$ cat src/rtl/pipe_stage_reg.sv
// Inter-stage pipeline register: valid/ready handshake, optional skid entry,
// synchronous flush, exception merging and a saturating stall-cycle counter.
module pipe_stage_reg #(
    parameter int DATA_W = 160,
    parameter int EXC_W  = 5,
    parameter int ADDR_W = 32,
    parameter int SKID   = 1,
    parameter int CNT_W  = 16
) (
    input  logic              clk,
    input  logic              resetn,
    input  logic              flush,
    input  logic              in_valid,
    output logic              in_ready,
    input  logic [DATA_W-1:0] in_data,
    input  logic              up_ex,
    input  logic [EXC_W-1:0]  up_excode,
    input  logic [ADDR_W-1:0] up_badvaddr,
    input  logic              loc_ex,
    input  logic [EXC_W-1:0]  loc_excode,
    input  logic [ADDR_W-1:0] loc_badvaddr,
    output logic              out_valid,
    input  logic              out_ready,
    output logic [DATA_W-1:0] out_data,
    output logic              out_ex,
    output logic [EXC_W-1:0]  out_excode,
    output logic [ADDR_W-1:0] out_badvaddr,
    output logic [CNT_W-1:0]  stall_cnt
);
    localparam int ENT_W = DATA_W + 1 + EXC_W + ADDR_W;

    logic [ENT_W-1:0] in_ent;
    logic             accept;
    logic             drain;
    logic             m_valid_q, m_valid_d;
    logic [ENT_W-1:0] m_ent_q, m_ent_d;
    logic [CNT_W-1:0] stall_q;

    // The carried (older) exception always wins over one raised in this stage.
    assign in_ent = {in_data,
                     up_ex | loc_ex,
                     up_ex ? up_excode   : loc_excode,
                     up_ex ? up_badvaddr : loc_badvaddr};

    assign accept = in_valid & in_ready;
    assign drain  = m_valid_q & out_ready;

    generate
        if (SKID != 0) begin : g_skid
            logic             s_valid_q, s_valid_d;
            logic [ENT_W-1:0] s_ent_q, s_ent_d;
            logic             in_ready_q;

            always_comb begin
                m_valid_d = m_valid_q;
                m_ent_d   = m_ent_q;
                s_valid_d = s_valid_q;
                s_ent_d   = s_ent_q;
                if (flush) begin
                    m_valid_d = 1'b0;
                    m_ent_d   = '0;
                    s_valid_d = 1'b0;
                    s_ent_d   = '0;
                end else if (s_valid_q) begin
                    if (drain) begin
                        m_valid_d = 1'b1;
                        m_ent_d   = s_ent_q;
                        s_valid_d = accept;
                        s_ent_d   = accept ? in_ent : '0;
                    end
                end else if (accept && (!m_valid_q || drain)) begin
                    m_valid_d = 1'b1;
                    m_ent_d   = in_ent;
                end else if (accept) begin
                    s_valid_d = 1'b1;
                    s_ent_d   = in_ent;
                end else if (drain) begin
                    m_valid_d = 1'b0;
                    m_ent_d   = '0;
                end
            end

            // in_ready is a flop so the upstream never sees a path through out_ready.
            always_ff @(posedge clk) begin
                if (!resetn) begin
                    s_valid_q  <= 1'b0;
                    s_ent_q    <= '0;
                    in_ready_q <= 1'b1;
                end else begin
                    s_valid_q  <= s_valid_d;
                    s_ent_q    <= s_ent_d;
                    in_ready_q <= ~s_valid_d;
                end
            end

            assign in_ready = in_ready_q;
        end else begin : g_noskid
            always_comb begin
                m_valid_d = m_valid_q;
                m_ent_d   = m_ent_q;
                if (flush) begin
                    m_valid_d = 1'b0;
                    m_ent_d   = '0;
                end else if (accept) begin
                    m_valid_d = 1'b1;
                    m_ent_d   = in_ent;
                end else if (drain) begin
                    m_valid_d = 1'b0;
                    m_ent_d   = '0;
                end
            end

            assign in_ready = ~m_valid_q | out_ready;
        end
    endgenerate

    always_ff @(posedge clk) begin
        if (!resetn) begin
            m_valid_q <= 1'b0;
            m_ent_q   <= '0;
        end else begin
            m_valid_q <= m_valid_d;
            m_ent_q   <= m_ent_d;
        end
    end

    // Performance counter survives flushes; only reset clears it.
    always_ff @(posedge clk) begin
        if (!resetn) begin
            stall_q <= '0;
        end else if (m_valid_q && !out_ready && !(&stall_q)) begin
            stall_q <= stall_q + 1'b1;
        end
    end

    assign out_valid = m_valid_q;
    assign {out_data, out_ex, out_excode, out_badvaddr} = m_ent_q;
    assign stall_cnt = stall_q;
endmodule
$ cat config.mk
export PLATFORM = sky130hd
export DESIGN_NAME = pipe_stage_reg
export DESIGN_NICKNAME = d
export VERILOG_FILES = /design/src/rtl/pipe_stage_reg.sv
export SDC_FILE = /design/constraint.sdc
export NUM_CORES = 1
export LEC_CHECK = 0
export CORE_MARGIN = 4
export CORE_UTILIZATION = 35
export DETAILED_ROUTE_END_ITERATION = 10
export MAX_ROUTING_LAYER = met4
export PLACE_DENSITY_LB_ADDON = 0.2
export SYNTH_ARGS = -nofsm -noshare
export SYNTH_HDL_FRONTEND = slang
export SYNTH_SLANG_ARGS = --single-unit
$ cat constraint.sdc
create_clock -name clk -period 2.3 [get_ports clk]
set_input_delay 0.345 -clock clk [delete_from_list [all_inputs] [get_ports clk]]
set_output_delay 0.345 -clock clk [all_outputs]
set_load 0.02 [all_outputs]
==> out/qor.txt, run 1 <==
TritonCTS Buffers: 45
ranking of synthesized cells by area: dfxtp_1 (51%), o21ai_0 (10%), a221oi_1 (8.4%)
Pint: 12800 uW
Synthesized Nets: 2157
synthesized cell area: 16400 um^2
CTS Root Cell: clkbuf_16
Worst slew margin: 65.6%
RSZ-0062 raised after global routing: no
Die ar.: 50400 um^2
area share of the largest cell type after synthesis: 50.6%
cell count along the critical path: 1
Die Width: 225 um
GRT overflow: 0
DR vias/cell: 5.44
P_leak: 0.00875 uW
IO Port Bufs: 456
cell taking the most area after synthesis: dfxtp_1
Worst R2R End: stall_cnt[14]$_SDFFE_PN0P_
Clk Latency, worst-skew pair: 560 ps
cells after synthesis: 1915
Fmax: 455 MHz
Hold Vio Cnt, Final: 0
Final #Nets: 2558
CP Cell Sequence: clkdlybuf4s50_1
Crit path max-delay family: buffers and inverters
CP max FO: 7
final setup TNS: 0 ps
MaxCap Viol Count: 0
Filler cells: 4260
CP max-delay cell: clkdlybuf4s50_1
status: finished clean
PostCTS Resize Cnt: 0
DRT iter0 DRCs: 1377
FF+latch count, synth: 415
Setup WS pre-CTS: -13.7 ps
Starting Density: 35.3%
# IOs: 457
critical path capture point: out_valid
min-delay src: in_data[42]
hold_buf cts: 0
Post-synth ARST share: 0%
Sink Count: 415
total setup buffers inserted after CTS: 0
row count: 79
Reg2Reg Depth: 5
post-route ant nets: 0
clk_skew: 16.3 ps
slew of the pin with the lowest slew margin: 501 ps
# H-tree levels: 2
Crit. Startpoint: out_valid$_SDFFE_PP0P_
endpoints failing setup: 0
Seq/Total Area, Yosys: 50.6%
Reg2Reg Setup Slack: 300 ps
Peak supply drop: 0.493 mV
share of cells above drive strength 1: 7.66%
fin crit share: 95.6%
Post-Route WL: 57200 um
gp weighted congestion: 0.856
Switch Pwr: 4280 uW
max-slew violations: 0
vias post-DR: 16121
Total Routing Usage GR: 22.2%
power share of the clock group: 42.4%
Fin Hold WS: 366 ps
CP required: 1960 ps
Avg Cell Area, Syn: 8.57 um^2
Main synth FF type: dfxtp_1
final worst setup slack: 101 ps
clock buffer depth: 3
Worst Setup End Kind: output pin
initial antenna violation count: 8
clock slew seen by the registers of the worst setup and hold paths: 60 ps
Yosys cell types: 41
post-placement cell area: 22200 um^2
power per cell area: 719 nW/um^2
largest net degree at the start of global routing: 100
Area Growth Syn to Fin: 44.5%
drt drc: 0
Hold Crit Class: in2reg
vias in the first global route: 15788
first-pass iteration count of the detailed router: 5
Setup CP Type: reg2out
worst reg2reg startpoint: stall_cnt[0]$_SDFFE_PN0P_
shortest period the worst path allows: 2200 ps
die height: 225 um
worst endpoint data arrival time: 1850 ps
CP Launch Type: flip-flop
switching share of power: 25.1%
YS warnings: 0
Worst path max stage delay: 700 ps
CP bufs+invs: 1
combinational group share of total power: 13.6%
Post-synth EDFFs: 0
core area: 46500 um^2
first-pass GRT wire length: 89300 um
post-route cell area: 23700 um^2
sequential fraction of design power: 44.0%
CTS tree: yes
wire per inst: 19.3 um
hpwl dp: 39400 um
## synthesized netlist by cell type, types with 7 or more instances
| cell | instances |
|---|---|
| buf_2 | 28 |
| or3_1 | 7 |
| buf_1 | 22 |
| o211a_1 | 38 |
| a21oi_1 | 11 |
| o21ai_0 | 329 |
| dfxtp_1 | 415 |
| o31ai_1 | 40 |
| a221oi_1 | 157 |
| mux2i_1 | 41 |
| nand2_1 | 218 |
| nand3_1 | 205 |
| o211ai_1 | 38 |
| clkbuf_1 | 153 |
| nor2_1 | 166 |
## worst min-delay path by stage
stage | slack, ps | to | cells past startpoint
after global routing | 360 | g_skid.s_ent_q[191]$_SDFFE_PP0P_ | 3
after global placement | 450 | g_skid.s_ent_q[89]$_SDFFE_PP0P_ | 2
after floorplan | 440 | g_skid.s_ent_q[37]$_SDFFE_PP0P_ | 2
final | 370 | g_skid.s_ent_q[80]$_SDFFE_PP0P_ | 3
after detailed placement | 460 | g_skid.s_ent_q[12]$_SDFFE_PP0P_ | 2
after CTS | 330 | g_skid.s_ent_q[100]$_SDFFE_PP0P_ | 3
## kinds of logic (layout without fill, tap and decap cells)
| logic type | Yosys count | after routing | share of synthesized area, % |
|---|---|---|---|
| and+or+nand+nor | 627 | 627 | 16.7 |
| other | 0 | 7 | 0 |
| DFF | 415 | 415 | 50.6 |
| muxes | 41 | 41 | 2.50 |
| buffers and inverters | 207 | 643 | 4.97 |
| adders and majority gates | 1 | 1 | 0.0762 |
| AOI/OAI and AO/OA | 624 | 624 | 25.1 |
## layout by cell type, fill, tap and decap left out, types with 2 or more instances in the layout
master,count
clkdlybuf4s50_1,455
dfxtp_1,414
clkinvlp_4,2
a21oi_1,10
clkbuf_1,14
a211oi_1,3
buf_12,38
buf_4,64
o21ai_0,329
o211ai_1,38
a221oi_1,157
nand4_1,2
nand2_1,218
diode_2,7
nor3b_1,3
or4_1,5
or3_1,7
clkbuf_16,47
nor4_1,3
nand2b_1,4
clkbuf_8,6
bufinv_16,3
clkinv_2,9
o211a_1,38
nor2_1,165
nor3_1,5
mux2i_1,41
o31ai_1,39
inv_1,2
nand3_1,205
## stage by stage
stage               power, uW  std cells  utilization (%)
finish                  17000       2965             51.0
global route            17700       2965             51.0
CTS                     17200       2958             51.0
detailed placement       9960       2876             47.8
global placement         9940       2876             47.8
floorplan                8650       1915                -
## state kept, by name, summed over array words and instances (netlist names)
name / flops
g_skid.s_ent_q: 198
in_ready: 1
out_valid: 1
m_ent_q: 198
g_skid.s_valid_q: 1
stall_cnt: 16
## cell type report
type	instances	area, um^2	share of cell area [%]
diodes	7	17.5	0.0739
clock inverters	15	159	0.670
repair buffers	558	5800	24.5
multi-input cells	1293	7330	30.9
well taps	607	759	3.20
clock buffers	67	1310	5.53
flip-flops and latches	415	8310	35.1
inverters	3	11.3	0.0475
## routing by layer
layer  GRT usage [%]  vias to the layer above  wire [um]
li1                -                     7808          -
met1            28.6                     7651      24700
met2            34.7                      565      26500
met3            5.95                       97       4510
met4            6.26                        0       1510
met5               -                        -          0
## power groups by stage
stage          clock network (uW)  logic [uW]  registers, uW
6_report                     7230        2320           7490
5_1_grt                      7700        2500           7500
4_1_cts                      7420        2330           7490
3_5_place_dp                    0        2320           7640
3_3_place_gp                    0        2300           7640
2_1_floorplan                   0         841           7810
Power figures use the tool's default switching activity.
==> run 2, diff against run 1 <==
REMOVE_ABC_BUFFERS = 1   (was unset)
==> run 2 against run 1 <==
  * Largest cell class unchanged
  * Final cell count about the same
  * First-iteration DRC count increased by 1.5%
  * Global-route usage decreased by 0.77 points
  * Clock power increased by 0.7%
  * Clock skew decreased by 1.0 ps
  * Routed wire length decreased by 2.8%
  * Register-to-register slack about the same
  * Non-clock buffer count increased by 4
  * Combinational power about the same
  * Worst setup slack improved by 170 ps
  * Count of clock-buffer cells in the layout decreased by 1
==> out/qor.txt, run 2 (synthesized netlist as in run 1, its figures left out) <==
clk_skew: 15.3 ps (-1.04 ps)
CP max-delay cell: clkdlybuf4s50_1
Peak supply drop: 0.516 mV (+4.8%)
row count: 79 (unchanged)
final worst setup slack: 272 ps (+171 ps)
Total Routing Usage GR: 21.4% (-0.77 points)
drt drc: 0 (unchanged)
status: finished clean
IO Port Bufs: 456 (unchanged)
MaxCap Viol Count: 0 (unchanged)
power share of the clock group: 42.5% (about the same)
slew of the pin with the lowest slew margin: 597 ps (+95.5 ps)
Switch Pwr: 4320 uW (+0.95%)
vias in the first global route: 15627 (-1.0%)
Final #Nets: 2563 (+0.20%)
die height: 225 um (unchanged)
wire per inst: 18.7 um (-2.9%)
combinational group share of total power: 13.7% (about the same)
TritonCTS Buffers: 46 (+2.2%)
Fin Hold WS: 346 ps (-19.5 ps)
final core utilization: 51.2% (+0.19 points)
share of cells above drive strength 1: 8.03% (+0.37 points)
vias post-DR: 16264 (+0.89%)
CP Cell Sequence: clkdlybuf4s50_1
Crit path max-delay family: buffers and inverters
first-pass iteration count of the detailed router: 7 (+2)
# IOs: 457 (unchanged)
Pint: 12800 uW (+0.36%)
DRT iter0 DRCs: 1398 (+1.5%)
Worst path max stage delay: 660 ps (-40 ps)
Setup WS pre-CTS: 29.2 ps (+42.9 ps)
Die Width: 225 um (unchanged)
Filler cells: 4266 (+0.14%)
RSZ-0062 raised after global routing: no
Hold Crit Class: in2reg
hold_buf cts: 0 (unchanged)
initial antenna violation count: 5 (-3)
CP bufs+invs: 1 (unchanged)
Sink Count: 415 (unchanged)
CP required: 1960 ps (about the same)
Clk Latency, worst-skew pair: 580 ps (+20 ps)
Worst slew margin: 60.2% (-5.4 points)
Post-Route WL: 55600 um (-2.8%)
clock slew seen by the registers of the worst setup and hold paths: 60 ps (about the same)
Area Growth Syn to Fin: 45.0%
# H-tree levels: 2 (unchanged)
fin crit share: 88.2% (-7.4 points)
DR vias/cell: 5.48 (+0.85%)
GRT overflow: 0 (unchanged)
power per cell area: 720 nW/um^2 (+0.13%)
shortest period the worst path allows: 2030 ps (-171 ps)
P_leak: 0.00882 uW (+0.73%)
CP max FO: 7 (unchanged)
clock buffer depth: 3 (unchanged)
most frequent cells in the layout: clkdlybuf4s50_1 (455), dfxtp_1 (414), o21ai_0 (329)
post-route ant nets: 0 (unchanged)
Die ar.: 50400 um^2 (unchanged)
gp weighted congestion: 0.846 (-1.2%)
max-slew violations: 0 (unchanged)
CP Launch Type: flip-flop
Worst Setup End Kind: output pin
switching share of power: 25.2% (+0.11 points)
CTS Root Cell: clkbuf_16
Fmax: 493 MHz (+8.4%)
PostCTS Resize Cnt: 0 (unchanged)
most common cell after layout, fill and taps aside: clkdlybuf4s50_1
worst endpoint data arrival time: 1680 ps (-170 ps)
first-pass GRT wire length: 86500 um (-3.2%)
sequential fraction of design power: 43.7% (-0.3 points)
Setup CP Type: reg2out
endpoints failing setup: 0 (unchanged)
hpwl dp: 38100 um (-3.3%)
largest net degree at the start of global routing: 105 (+5.0%)
core area: 46500 um^2 (unchanged)
Starting Density: 35.3% (unchanged)
total setup buffers inserted after CTS: 0 (unchanged)
CTS tree: yes
Hold Vio Cnt, Final: 0 (unchanged)
run 2: changes by cell type in the layout (fill, tap and decap cells not counted):
cell and change:
buf_12 +3, diode_2 -2, inv_8 +1, buf_4 +1, clkinvlp_4 -2, clkbuf_8 +6, bufinv_16 -1, clkbuf_1 -6
clkbuf_16 -1, clkinv_8 +1, inv_6 +1
run 2: final timing paths:
kind | slack [ps] | startpoint | endpoint | depth (start not counted)
worst min register to register | 470 | g_skid.s_ent_q[21]$_SDFFE_PP0P_ | g_skid.s_ent_q[21]$_SDFFE_PP0P_ | 2
worst max register to register | 290 | stall_cnt[0]$_SDFFE_PN0P_ | stall_cnt[14]$_SDFFE_PN0P_ | 5
worst min-delay path | 350 | in_data[7] | g_skid.s_ent_q[45]$_SDFFE_PP0P_ | 3
worst max-delay path | 270 | stall_cnt[3]$_SDFFE_PN0P_ | stall_cnt[3] | 1
run 2: routing by layer:
metal,vias up,share of wire (%),track usage (%)
met5,-,0,-
met4,0,2.4,6.13
met3,89,7.5,4.66
met2,669,47,33.8
met1,7704,44,28.0
li1,7802,-,-
run 2: power by group through the flow:
| stage | logic (uW) | registers [uW] | clock network [uW] |
|---|---|---|---|
| detailed placement | 2350 | 7640 | 0 |
| floorplan | 884 | 7820 | 0 |
| finish | 2350 | 7490 | 7280 |
| global placement | 2330 | 7640 | 0 |
| global route | 2530 | 7500 | 7730 |
| CTS | 2370 | 7490 | 7450 |
run 2: layout make-up:
cell class	count	area, um^2	share of cell area (%)
multi-input cells	1293	7330	30.8
inverters	3	11.3	0.0473
diodes	5	12.5	0.0526
repair buffers	562	5870	24.7
flip-flops and latches	415	8310	34.9
well taps	607	759	3.19
clock inverters	15	150	0.631
clock buffers	66	1350	5.66
run 2: stage by stage:
stage / area, um^2 / setup TNS, ps / instances / total power (uW)
floorplan: 15600 / -5152160 / 1711 / 8700
global placement: 22300 / 0 / 2880 / 9970
detailed placement: 22300 / 0 / 2880 / 9990
CTS: 23800 / 0 / 2961 / 17300
global route: 23800 / 0 / 2966 / 17800
finish: 23800 / 0 / 2966 / 17100
==> RTL edit, RTL diff (config.mk and constraints of run 2) <==
Set the parameter `DATA_W` to 240 (it was 160).
--- a/src/rtl/pipe_stage_reg.sv
+++ b/src/rtl/pipe_stage_reg.sv
@@ -1,7 +1,7 @@
 // Inter-stage pipeline register: valid/ready handshake, optional skid entry,
 // synchronous flush, exception merging and a saturating stall-cycle counter.
 module pipe_stage_reg #(
-    parameter int DATA_W = 160,
+    parameter int DATA_W = 240,
     parameter int EXC_W  = 5,
     parameter int ADDR_W = 32,
     parameter int SKID   = 1,
Ports: changed (resized in_data and out_data); port bits go from 457 to 617. No check against the original RTL was run, so the function may have changed too.
==> RTL edit against run 2 <==
Die area up 36%; worst setup slack got worse by 0.14 ns; final area increased by 37%; largest cell class unchanged; critical path type unchanged; synthesized area increased by 38%; sequential cell count is 160 higher; register-to-register slack improved by 0.11 ns; power grew 40%; critical path depth increased by 1; first-iteration DRC count increased by 57%; wire length is 49% higher; worst hold slack got worse by 0.014 ns; count of clock-buffer cells in the layout grew 25.
==> RTL edit: results <==
<?xml version="1.0" encoding="UTF-8"?>
<metrics>
  <group name="outcome">
    <metric name="outcome" unit="">completed</metric>
  </group>
  <group name="critical_path">
    <metric name="worst_case_register_to_register_setup_slack" unit="ns">0.40</metric>
    <metric name="cpPeakStageDelay" unit="ns">0.62</metric>
    <metric name="reg2reg_from" unit="">g_skid.s_valid_q</metric>
    <metric name="critical_path.endpoint" unit="">out_valid</metric>
    <metric name="crit_arrival" unit="ns">1.83</metric>
  </group>
  <group name="grt">
    <metric name="grt_util_met3" unit="">0.0416</metric>
    <metric name="grt_pass1_vias" unit="">22100</metric>
    <metric name="first_pass_grt_wire_length" unit="mm">127</metric>
    <metric name="grt_use_met2" unit="">0.381</metric>
    <metric name="grt_max_degree" unit="">170</metric>
  </group>
  <group name="power">
    <metric name="p_clk_frac" unit="">0.428</metric>
    <metric name="power.combinational.fraction" unit="">0.139</metric>
    <metric name="clockNetworkPower" unit="mW">10.3</metric>
    <metric name="p_int" unit="mW">18.0</metric>
    <metric name="power.leakage" unit="nW">11.1</metric>
  </group>
  <group name="layout">
    <metric name="final.signal_buffer_count" unit="">755</metric>
    <metric name="multi_input_gates" unit="">1806</metric>
    <metric name="filler_cell_count" unit="">5701</metric>
    <metric name="numSequentialCells" unit="">575</metric>
    <metric name="area.sequential" unit="um2">11500</metric>
    <metric name="final_nets" unit="">3526</metric>
    <metric name="clkbuf_count" unit="">91</metric>
    <metric name="n_all_inverters" unit="">5</metric>
    <metric name="final_core_util" unit="">0.513</metric>
    <metric name="buf_share" unit="">0.246</metric>
    <metric name="clock_cell_area_share" unit="">0.0654</metric>
  </group>
  <group name="logic_synthesis">
    <metric name="netlist-cell-type-count" unit="">44</metric>
  </group>
  <group name="detailed_routing">
    <metric name="wl_met1" unit="mm">33.6</metric>
    <metric name="drt_iter0_drc" unit="">2196</metric>
    <metric name="met2_length" unit="mm">40.7</metric>
    <metric name="drt-vias-per-instance" unit="">5.59</metric>
    <metric name="wl_per_cell" unit="um">20.2</metric>
    <metric name="drt_first_pass_iters" unit="">6</metric>
  </group>
  <group name="placed_design">
    <metric name="dp_hpwl" unit="mm">57.3</metric>
    <metric name="placedInstanceArea" unit="um2">30400</metric>
    <metric name="gp_congestion" unit="">0.853</metric>
  </group>
  <group name="hold_path">
    <metric name="hp-start" unit="">up_ex</metric>
  </group>
  <group name="timing">
    <metric name="skew" unit="ns">0.0200</metric>
  </group>
  <group name="clocking">
    <metric name="clk_latency" unit="ns">0.61</metric>
    <metric name="cts-buffers-inserted" unit="">61</metric>
  </group>
</metrics>
==> RTL edit: cell count changes after synthesis, sizes merged, moves of 40 or more <==
cell,delta
nand3,+77
mux2i,-40
buf,+103
a221oi,+116
nand2,+73
o21ai,-322
dfxtp,+160
a21oi,+276
nor3,+275
nor2,+117
==> RTL edit: kinds of logic (layout without fill, tap and decap cells) <==
| group | after synthesis | count (layout) | share of synthesized area |
|---|---|---|---|
| AO/OA/AOI/OAI | 596 | 596 | 0.182 |
| adder cells (fa/ha/maj) | 1 | 1 | 0.000554 |
| buffers and inverters | 289 | 873 | 0.0581 |
| flip-flops | 575 | 575 | 0.510 |
| multiplexers | 38 | 38 | 0.0189 |
| other | 0 | 5 | 0 |
| AND/OR/NAND/NOR | 1171 | 1171 | 0.231 |
==> RTL edit: what timing repair did <==
action,4_1_cts,5_1_grt
hold buffers,0,0
setup endpoints to repair,1,0
resized for setup,1,0
==> RTL edit: worst min-delay path: stages <==
cell and delay (ns):
sky130_fd_sc_hd__buf_2 0.11, sky130_fd_sc_hd__buf_12 0.18, sky130_fd_sc_hd__o211ai_1 0.17, sky130_fd_sc_hd__a21oi_1 0.06
==> RTL edit: worst min path at each step <==
stage	endpoint	slack (ns)
floorplan	g_skid.s_ent_q[100]	0.43
global placement	g_skid.s_ent_q[266]	0.44
detailed placement	g_skid.s_ent_q[257]	0.44
CTS	g_skid.s_ent_q[37]	0.30
global route	g_skid.s_ent_q[271]	0.32
finish	g_skid.s_ent_q[37]	0.33
==> RTL edit: metrics by stage <==
step	setup TNS (ns)	std cells	setup slack (ns)
after floorplan	-6789.05	2386	-12.81
after global routing	0	4105	0.0473
after detailed placement	-0.00195	3987	-0.00195
final	0	4105	0.130
after CTS	0	4100	0.0739
after global placement	0	3987	0.0291
